$ cat config.mk
export PLATFORM = sky130hd
export DESIGN_NAME = nibble_serial_adder
export DESIGN_NICKNAME = d
export VERILOG_FILES = /design/src/rtl/nibble_adder_pkg.sv /design/src/rtl/nibble_adder.sv /design/src/rtl/nibble_serial_adder.sv
export SDC_FILE = /design/constraint.sdc
export NUM_CORES = 1
export LEC_CHECK = 0
export ABC_AREA = 1
export CORE_MARGIN = 2
export CORE_UTILIZATION = 30
export CTS_BUF_LIST = sky130_fd_sc_hd__clkbuf_8
export DETAILED_ROUTE_END_ITERATION = 6
export SLEW_MARGIN = 20
export SYNTH_ARGS = -nofsm -noshare
export SYNTH_HDL_FRONTEND = slang
export SYNTH_SLANG_ARGS = --single-unit
$ cat constraint.sdc
create_clock -name clk -period 2.7 [get_ports clk]
set_clock_uncertainty 0.05 [all_clocks]
set_input_delay 0.54 -clock clk [delete_from_list [all_inputs] [get_ports clk]]
set_output_delay 0.54 -clock clk [all_outputs]
set_load 0.03 [all_outputs]
$ cat src/rtl/nibble_adder_pkg.sv
// Shared constants and FSM state encoding for the nibble-serial adder.
package nibble_adder_pkg;

    localparam int unsigned NIBBLE_W = 4;

    typedef enum logic [1:0] {
        StIdle = 2'd0,
        StAdd  = 2'd1,
        StDone = 2'd2
    } state_e;

endpackage

$ cat src/rtl/nibble_adder.sv
// Combinational 4-bit adder slice; also exposes the carry into the MSB for
// signed-overflow detection.
module nibble_adder
    import nibble_adder_pkg::*;
(
    input  logic [NIBBLE_W-1:0] i_a,
    input  logic [NIBBLE_W-1:0] i_b,
    input  logic                i_cin,
    output logic [NIBBLE_W-1:0] o_sum,
    output logic                o_cout,
    output logic                o_c_msb
);

    logic [NIBBLE_W-1:0] w_low;
    logic [1:0]          w_high;

    // Low bits plus their carry; the top bit of w_low is the carry into the MSB.
    assign w_low   = {1'b0, i_a[NIBBLE_W-2:0]} + {1'b0, i_b[NIBBLE_W-2:0]}
                   + {{(NIBBLE_W-1){1'b0}}, i_cin};
    assign o_c_msb = w_low[NIBBLE_W-1];
    assign w_high  = {1'b0, i_a[NIBBLE_W-1]} + {1'b0, i_b[NIBBLE_W-1]} + {1'b0, o_c_msb};

    assign o_sum  = {w_high[0], w_low[NIBBLE_W-2:0]};
    assign o_cout = w_high[1];

endmodule

$ cat src/rtl/nibble_serial_adder.sv
// Adds two WIDTH-bit operands one nibble per cycle through a shared 4-bit slice.
// Optional out_ovf (signed overflow) port enabled by NIBBLE_SERIAL_ADDER_OVF_EN.
module nibble_serial_adder
    import nibble_adder_pkg::*;
#(
    parameter int unsigned WIDTH = 16
) (
    input  logic             clk,
    input  logic             rst,
    input  logic             in_valid,
    output logic             in_ready,
    input  logic [WIDTH-1:0] in_a,
    input  logic [WIDTH-1:0] in_b,
    input  logic             in_cin,
    output logic             out_valid,
    input  logic             out_ready,
    output logic [WIDTH-1:0] out_sum,
    output logic             out_cout,
`ifdef NIBBLE_SERIAL_ADDER_OVF_EN
    output logic             out_ovf,
`endif
    output logic             busy
);

    localparam int unsigned NIBBLES = WIDTH / NIBBLE_W;
    localparam int unsigned IDX_W   = (NIBBLES > 1) ? $clog2(NIBBLES) : 1;
    localparam logic [IDX_W-1:0] LAST_IDX = IDX_W'(NIBBLES - 1);

    state_e              r_state;
    state_e              w_state_next;
    logic [WIDTH-1:0]    r_a;
    logic [WIDTH-1:0]    r_b;
    logic [WIDTH-1:0]    r_sum;
    logic [IDX_W-1:0]    r_idx;
    logic                r_carry;
    logic                r_cout;
    logic                w_last;
    logic [NIBBLE_W-1:0] w_a_nib;
    logic [NIBBLE_W-1:0] w_b_nib;
    logic [NIBBLE_W-1:0] w_nib_sum;
    logic                w_nib_cout;
    logic                w_c_msb;

    assign w_last  = (r_idx == LAST_IDX);
    assign w_a_nib = r_a[r_idx*NIBBLE_W +: NIBBLE_W];
    assign w_b_nib = r_b[r_idx*NIBBLE_W +: NIBBLE_W];

    nibble_adder u_nibble_adder (
        .i_a     (w_a_nib),
        .i_b     (w_b_nib),
        .i_cin   (r_carry),
        .o_sum   (w_nib_sum),
        .o_cout  (w_nib_cout),
        .o_c_msb (w_c_msb)
    );

    always_comb begin
        w_state_next = r_state;
        case (r_state)
            StIdle:  if (in_valid)  w_state_next = StAdd;
            StAdd:   if (w_last)    w_state_next = StDone;
            StDone:  if (out_ready) w_state_next = StIdle;
            default:                w_state_next = StIdle;
        endcase
    end

    always_ff @(posedge clk) begin
        if (rst) begin
            r_state <= StIdle;
        end else begin
            r_state <= w_state_next;
        end
    end

    always_ff @(posedge clk) begin
        if (rst) begin
            r_a     <= '0;
            r_b     <= '0;
            r_sum   <= '0;
            r_idx   <= '0;
            r_carry <= 1'b0;
            r_cout  <= 1'b0;
        end else begin
            case (r_state)
                StIdle: begin
                    if (in_valid) begin
                        r_a     <= in_a;
                        r_b     <= in_b;
                        r_carry <= in_cin;
                        r_idx   <= '0;
                        r_sum   <= '0;
                    end
                end
                StAdd: begin
                    r_sum[r_idx*NIBBLE_W +: NIBBLE_W] <= w_nib_sum;
                    r_carry <= w_nib_cout;
                    r_idx   <= r_idx + IDX_W'(1);
                    if (w_last) begin
                        r_cout <= w_nib_cout;
                    end
                end
                default: ;
            endcase
        end
    end

`ifdef NIBBLE_SERIAL_ADDER_OVF_EN
    logic r_ovf;

    always_ff @(posedge clk) begin
        if (rst) begin
            r_ovf <= 1'b0;
        end else if (r_state == StAdd && w_last) begin
            r_ovf <= w_c_msb ^ w_nib_cout;
        end
    end

    assign out_ovf = r_ovf;
`else
    logic w_unused_c_msb;
    assign w_unused_c_msb = w_c_msb;
`endif

    assign in_ready  = (r_state == StIdle);
    assign busy      = (r_state != StIdle);
    assign out_valid = (r_state == StDone);
    assign out_sum   = r_sum;
    assign out_cout  = r_cout;

endmodule

==> Word level (Yosys, flattened, before mapping) <==
Cells that the tools add are included.
{ "classes": {"n_reduce_logical": 7, "eq_ne": 6, "muxes": 11, "add_sub_neg": 6, "shift": 4} }
{ "op_table": {"columns": ["cell", "n"], "rows": [
  ["$neg 4->34", 1],
  ["$shift 4x34->16 const A", 1],
  ["$shiftx 4x34->16", 1],
  ["$pmux 16 s2", 1],
  ["$shiftx 16x5->4", 2],
  ["$bwmux 16", 1],
  ["$mux 16", 1],
  ["$mux 2", 4],
  ["$pmux 2 s3", 1],
  ["$reduce_and 2->1", 3],
  ["$add 3x3->4", 1],
  ["$add 4x1->4", 1],
  ["$eq 2x2->1 const B", 2],
  ["$ne 2x2->1 const B", 2],
  ["$pmux 2 s2", 1],
  ["$reduce_bool 2->1", 2],
  ["$reduce_and 3->1", 1],
  ["$add 1x1->2", 1],
  ["$add 2x1->2", 1],
  ["$add 2x1->2 const B", 1],
  ["$eq 2x1->1 const B", 1],
  ["$logic_not 2->1", 1],
  ["$ne 2x1->1 const B", 1],
  ["$pmux 1 s2", 1],
  ["$mux 1", 1]
]} }
{ "word_totals": {"elab_cells": 41, "output_inout_bits": 20, "regBits": 54} }

==> Longest topological paths before layout <==
Gate-level depths: netlist (run 1).
{ "depth": {"word_depth": 7, "depth_mapped": 13, "mapped_depth_nobuf": 12} }

==> By module <==
From an unflattened synthesis (run 1), not the netlist that was laid out.
{ "hier_totals": {"hier_cells": 363, "hier_area_um2": 2590.0} }
{ "by_module_without_submodules": {"columns": ["module", "instances", "cells_per_inst", "area_per_inst_um2"], "rows": [
  ["nibble_serial_adder", 1, 336, 2414.8],
  ["nibble_adder", 1, 27, 175.2]
]} }

==> Worst setup path before layout (run 1) <==
OpenSTA, ideal clock, no wires.
{ "synth_path": {"path_kind": "register to register", "start": "register r_idx[1]", "end": "register r_sum[7] (netlist: out_sum[7])", "path_buffers": 1, "required_ns": 2.580, "arrival_ns": 2.420, "slack_ns": 0.160, "stages_incl_launch_ff": 13, "synth_period_minus_slack_ns": 2.540, "path_cell_list": "dfxtp_1 -> buf_2 -> clkinv_1 -> o21ai_0 -> o22ai_1 -> fa_1 -> a21oi_1 -> o21bai_1 -> fa_1 -> nand2_1 -> nor2_1 -> nand2_1 -> a21oi_1"} }
{ "synth_via": {"elab_chain_len": 7, "elab_cells_between_ends": 11} }
{ "synth_lines": {"columns": ["item", "line_no", "rtl"], "rows": [
  ["start, declared", "nibble_serial_adder.sv:34", "logic [IDX_W-1:0] r_idx;"],
  ["start signal, assigned", "nibble_serial_adder.sv:97", "r_idx <= r_idx + IDX_W'(1);"],
  ["$shiftx 16x5->4 (on tied branches)", "nibble_serial_adder.sv:45, nibble_serial_adder.sv:46", null],
  ["$add 3x3->4", "nibble_adder.sv:18", "assign w_low = {1'b0, i_a[NIBBLE_W-2:0]} + {1'b0, i_b[NIBBLE_W-2:0]}"],
  ["$add 4x1->4", "nibble_adder.sv:19", "+ {{(NIBBLE_W-1){1'b0}}, i_cin};"],
  ["$add 2x1->2", "nibble_adder.sv:21", "assign w_high = {1'b0, i_a[NIBBLE_W-1]} + {1'b0, i_b[NIBBLE_W-1]} + {1'b0, o_c_msb};"],
  ["$shiftx 4x34->16", "nibble_serial_adder.sv:95", "r_sum[r_idx*NIBBLE_W +: NIBBLE_W] <= w_nib_sum;"],
  ["$bwmux 16 (*)", "nibble_serial_adder.sv:95", null],
  ["$pmux 16 s2 (*)", "nibble_serial_adder.sv:84", "case (r_state)"],
  ["end signal, assigned by index", "nibble_serial_adder.sv:95", null],
  ["end, declared", "nibble_serial_adder.sv:33", "logic [WIDTH-1:0] r_sum;"]
]} }
Every way passes the cells marked *; elsewhere a longest branch is shown, timed or not.
A chain may end at the register's enable or synchronous reset.

==> Final worst setup path (run 1) <==
{ "layout_path": {"start": "register r_idx[0]", "end": "register r_sum[7] (netlist: out_sum[7])"} }
The elaborated chain is that of the path after synthesis.

==> results of run 1 <==
-- cell usage in the layout, fill, tap and decap left out, drive strengths merged --
cell type      netlist  routed
inv                 18      19
nand2               44      44
a31oi                1       1
o21bai               1       1
nand3               23      23
buf                  9       8
o22ai                6       6
nor2                90      90
o21a                 1       1
a21oi               21      21
o21ai               45      45
fa                   3       3
clkdlybuf4s50        0      56
nand4                2       2
clkinv               1       1
ha                   6       6
and2                 2       2
dfxtp               54      54
clkbuf               9       7
nand3b               1       1
-- cells by family (layout without fill, tap and decap cells) --
group / Yosys count / count (layout) / share of synthesized area (%)
AND/OR/NAND/NOR: 162 / 162 / 27.1
AO/OA/AOI/OAI: 75 / 75 / 15.6
flip-flops: 54 / 54 / 43.4
buffers and inverters: 37 / 91 / 8.53
adder cells (fa/ha/maj): 9 / 9 / 5.42
-- power by group --
part | switching (µW) | internal, µW | leakage [µW]
clock | 261 | 235 | 0.0000544
combinational | 193 | 148 | 0.000765
sequential | 33.5 | 846 | 0.000444
-- layer usage --
layer / GRT usage (%) / vias up / wire (µm)
met5: 0 / - / 0
met4: 4.71 / 0 / 82
met3: 2.45 / 6 / 233
met2: 22.8 / 40 / 2720
met1: 18.2 / 1013 / 2810
li1: - / 1205 / -
-- final cells by class --
cell class,instances,area (µm²)
repair buffers,64,621
clock buffers,7,96.3
flip-flops and latches,54,1080
fillers,869,4910
multi-input cells,246,1200
inverters,19,76.3
clock inverters,1,8.76
well taps,105,131
-- critical path: cells and delay by family (launching register included) --
family,cells,cell delay (ns)
buffers and inverters,1,0.17
AO/OA/AOI/OAI,5,0.69
AND/OR/NAND/NOR,3,0.24
flip-flops,1,0.37
adder cells (fa/ha/maj),2,0.92
-- repair_timing --
| item | 4_1_cts | 5_1_grt |
|---|---|---|
| resized for setup | 0 | 8 |
| endpoints found under the setup margin | 0 | 3 |
| hold endpoints to repair | 0 | 0 |
-- flip-flops by register name, summed over array words and instances, names as in the netlist --
name and flops:
out_sum 16, r_a 16, r_b 16, r_idx 2
r_state 2, out_cout 1, r_carry 1
-- cells in the mapped netlist, drive strengths merged (2+ instances only) --
cell type / number / area, µm²
nor2: 90 / 355
dfxtp: 54 / 1080
o21ai: 45 / 225
nand2: 44 / 173
nand3: 23 / 115
a21oi: 21 / 105
inv: 18 / 72.6
buf: 9 / 101
clkbuf: 9 / 35.0
ha: 6 / 75.1
o22ai: 6 / 37.5
fa: 3 / 60.1
and2: 2 / 12.5
nand4: 2 / 12.5
-- per-stage QoR --
stage / instances / worst slack, ns / hold slack, ns / instance area [µm²] / util, %
2_1_floorplan: 337 / 0.160 / 0.399 / 2490 / -
3_3_place_gp: 488 / 0.198 / 0.406 / 3110 / 38.2
3_5_place_dp: 488 / 0.125 / 0.407 / 3110 / 38.2
4_1_cts: 496 / 0.0942 / 0.422 / 3210 / 39.5
5_1_grt: 496 / 0.0248 / 0.448 / 3220 / 39.6
6_report: 496 / 0.198 / 0.413 / 3220 / 39.6
-- worst max path at each step --
stage	slack (ns)	endpoint	depth (start not counted)
6_report	0.20	out_sum[7]	11
4_1_cts	0.09	out_sum[7]	13
5_1_grt	0.02	out_sum[15]	13
3_3_place_gp	0.20	out_sum[7]	13
2_1_floorplan	0.16	out_sum[7]	12
3_5_place_dp	0.13	out_sum[15]	13
==> results.md, run 1 <==
* # port buffers at 56
* Fin crit share at 92.7%
* Max_slew headroom at 68.2%
* Syn-to-layout area delta at 29.3%
* Reg2Reg Depth at 11
* I/O pin cnt at 57
* Sequential cell area fraction in the yosys report at 43.4%
* Vias per inst at 4.56
* Core box area at 8130 µm²
* DR vias at 2264
* Diode count at 0
* DRT Wirelength at 5850 µm
* #FFs+latches synth at 54
* CP arrival at 2.70 ns
* Number of setup buffers added after CTS at 0
* H-tree depth reported by CTS at 2
* Hold Crit Class: flip-flop to flip-flop
* Synth warn at 0
* Worst Setup Path Type: flip-flop to flip-flop
* Final Power at 1720 µW
* Initial antenna violation count at 0
* Gpl congestion at 0.875
* CP max stage delay at 0.57 ns
* RSZ-0062 raised after global routing: no
* Number of hold violations in the final report at 0
* Async S/R FF share, synth at 0%
* CP max FO at 13
* Avg Cell Area, Syn at 7.40 µm²
* PwrDens at 533 nW/µm²
* GR Overflow Total at 0
* Leak Pwr at 0.00126 µW
* Drt wl/cell at 11.8 µm
* Die ar. at 9060 µm²
* CTS root buffer: clkbuf_8
* Die Ht at 95.2 µm
* Sink Count at 54
* VDD IR max at 0.183 mV
* Post-Syn Area at 2490 µm²
* Nets at 436
* Cts hold-fix bufs at 0
* Final HPWL DP at 4470 µm
* Die width at 95.2 µm
* CTS tree: done
* Clock Tree Buf Depth at 2
* Max Cap Viol at 0
* Final ANT Viol Nets at 0
* Fmax at 400 MHz
* Share of cells above drive strength 1 at 7.16%
* Reg-to-reg endpoint: out_sum[7]
* Total global-route track usage at 13.8%
* Status: finished clean
* First-pass DRT Iterations at 4
* Hold endpoint: out_sum[13]
* CP endpoint kind: flip-flop
* Clock Latency Late Sink at 0.31 ns
* Number of synthesized flops with an enable pin at 0
* Largest net degree at the start of global routing at 48
* Crit-path cells: buf_4 -> o21ai_1 -> o22ai_1 -> fa_2 -> a21oi_1 -> o21bai_1 -> fa_1 -> nand2_1 -> nor2_2 -> nand2_1 -> a21oi_1
* Mapped Nets at 383
* Final min period at 2.50 ns
* Vias in the first global route at 2166
* Max Slew Vio Count at 0
* Row Count at 33
* First-pass GRT wire length at 9800 µm
* Initial Util at 30.7%
* R2R Setup Slk at 0.20 ns
* Slew @ Worst Pin at 0.476 ns
* Clock slew seen by the registers of the worst setup and hold paths at 0.09 ns
* CP required at 2.90 ns
* Fin Setup TNS at 0 ns
* CTS Buf Count at 5
* # setup viols final at 0
* Hold Path Depth at 2
* Yosys cell types at 29
* Initial DRC count at 112
* Min-delay src: out_sum[13]
* CP startpoint: r_idx[0]
* Worst r2r src: r_idx[0]
* Critical-path top delay cell: fa_1
* DRC Markers at 0
* Leading register cell type out of synthesis: dfxtp_1
* Synth Instances at 337
* Startpoint Class: flip-flop
Note: power is estimated with default switching activity, not from simulation.
==> run 2, diff against run 1 <==
--- a/config.mk
+++ b/config.mk
@@ -10,6 +10,7 @@
 export CORE_UTILIZATION = 30
 export CTS_BUF_LIST = sky130_fd_sc_hd__clkbuf_8
 export DETAILED_ROUTE_END_ITERATION = 6
+export RECOVER_POWER = 50
 export SLEW_MARGIN = 20
 export SYNTH_ARGS = -nofsm -noshare
 export SYNTH_HDL_FRONTEND = slang
==> results.md, run 2 (synthesis gave the netlist of run 1 again) <==
* Sink Count at 54 (unchanged)
* DR vias at 2269 (+0.22%)
* Drt wl/cell at 11.8 µm (+0.51%)
* Vias per inst at 4.57 (+0.22%)
* GR Overflow Total at 0 (unchanged)
* DRC Markers at 0 (unchanged)
* Startpoint Class: flip-flop
* Hold Crit Class: flip-flop to flip-flop
* Leak Pwr at 0.00126 µW (-0.21%)
* Fmax at 399 MHz (-0.13%)
* Share of cells above drive strength 1 at 7.16% (unchanged)
* Fin crit share at 92.8% (+0.12 points)
* Largest net degree at the start of global routing at 48 (unchanged)
* CTS tree: done
* Fin util at 39.6% (-0.062 points)
* H-tree depth reported by CTS at 2 (unchanged)
* Total global-route track usage at 13.8% (unchanged)
* Syn-to-layout area delta at 29.1%
* Diode count at 0 (unchanged)
* First-pass DRT Iterations at 4 (unchanged)
* Nets at 436 (unchanged)
* RSZ-0062 raised after global routing: no
* CP arrival at 2.70 ns (about the same)
* Die width at 95.2 µm (unchanged)
* Final Power at 1720 µW (about the same)
* Final HPWL DP at 4470 µm (unchanged)
* CTS root buffer: clkbuf_8
* Gpl congestion at 0.875 (unchanged)
* Initial Util at 30.7% (unchanged)
* CP endpoint kind: flip-flop
* DRT Wirelength at 5880 µm (+0.51%)
* Clock slew seen by the registers of the worst setup and hold paths at 0.09 ns (about the same)
* Core box area at 8130 µm² (unchanged)
* Commonest non-fill, non-tap cells in the layout: 86 x nor2_1, 55 x clkdlybuf4s50_1, 53 x dfxtp_1
* Initial DRC count at 90 (-20%)
* First-pass GRT wire length at 9800 µm (unchanged)
* Row Count at 33 (unchanged)
* Final min period at 2.51 ns (+0.00327 ns)
* CTS Buf Count at 5 (unchanged)
* Number of hold violations in the final report at 0 (unchanged)
* Slew @ Worst Pin at 0.822 ns (+0.345 ns)
* Die Ht at 95.2 µm (unchanged)
* # port buffers at 56 (unchanged)
* # setup viols final at 0 (unchanged)
* Status: finished clean
* Vias in the first global route at 2166 (unchanged)
* Commonest non-fill, non-tap cell in the layout: nor2_1
* Clock Latency Late Sink at 0.31 ns (about the same)
* Fillers at 870 (+0.12%)
* Cts hold-fix bufs at 0 (unchanged)
* I/O pin cnt at 57 (unchanged)
* VDD IR max at 0.183 mV (about the same)
* Number of setup buffers added after CTS at 0 (unchanged)
* PwrDens at 534 nW/µm² (+0.12%)
* CP max FO at 13 (unchanged)
* CP required at 2.90 ns (about the same)
* Fin Setup TNS at 0 ns (unchanged)
* Max Cap Viol at 0 (unchanged)
* Die ar. at 9060 µm² (unchanged)
* Initial antenna violation count at 0 (unchanged)
* Max_slew headroom at 45.0% (-23 points)
* Max Slew Vio Count at 0 (unchanged)
* Clock Tree Buf Depth at 2 (unchanged)
* Final ANT Viol Nets at 0 (unchanged)
* Worst Setup Path Type: flip-flop to flip-flop
-- run 2: cell count changes in the layout (fill, tap and decap cells not counted), sizes merged --
| cell | change |
|---|---|
| dlygate4sd3 | +1 |
| clkdlybuf4s50 | -1 |
-- run 2: metal layers --
metal	share of wire [%]	wire (µm)	global-route usage (%)
met1	48	2830	18.2
met2	47	2730	22.8
met3	3.6	211	2.45
met4	1.7	99	4.71
met5	0	0	0
-- run 2: repair_timing --
action	CTS	global route
hold endpoints to repair	0	0
gates resized for setup	0	8
endpoints found under the setup margin	0	3
-- run 2: worst paths after layout --
path         slack, ns     endpoint         from  depth (start not counted)
min               0.41  out_sum[13]  out_sum[13]                          2
min reg2reg       0.41  out_sum[13]  out_sum[13]                          2
max reg2reg       0.19   out_sum[7]     r_idx[0]                         11
max               0.19   out_sum[7]     r_idx[0]                         11
-- run 2: through the flow --
stage / setup slack (ns) / cell area, µm² / hold WS [ns] / cells
after floorplan: 0.160 / 2490 / 0.399 / 337
after global placement: 0.198 / 3110 / 0.406 / 488
after detailed placement: 0.125 / 3110 / 0.407 / 488
after CTS: 0.0942 / 3210 / 0.422 / 496
after global routing: 0.0248 / 3220 / 0.448 / 496
final: 0.195 / 3220 / 0.414 / 496
-- run 2: final cells by class --
cell class | count | area (µm²) | area share [%]
Tap cell | 105 | 131 | 4.08
Sequential cell | 54 | 1080 | 33.7
Clock inverter | 1 | 8.76 | 0.272
Multi-Input combinational cell | 246 | 1200 | 37.3
Inverter | 19 | 76.3 | 2.37
Timing Repair Buffer | 64 | 621 | 19.3
Clock buffer | 7 | 96.3 | 2.99
-- run 2: power by group --
group	internal, µW	switching (µW)	leakage (µW)
registers	846	33.5	0.000444
clock network	235	262	0.0000544
logic	148	193	0.000762
-- run 2: critical path: stages, from the launching register on --
cell and delay, ns:
dfxtp_4 0.37, buf_4 0.17, o21ai_1 0.16, o22ai_1 0.12
fa_2 0.35, a21oi_1 0.16, o21bai_1 0.11, fa_1 0.57
nand2_1 0.09, nor2_2 0.10, nand2_1 0.06, a21oi_1 0.14
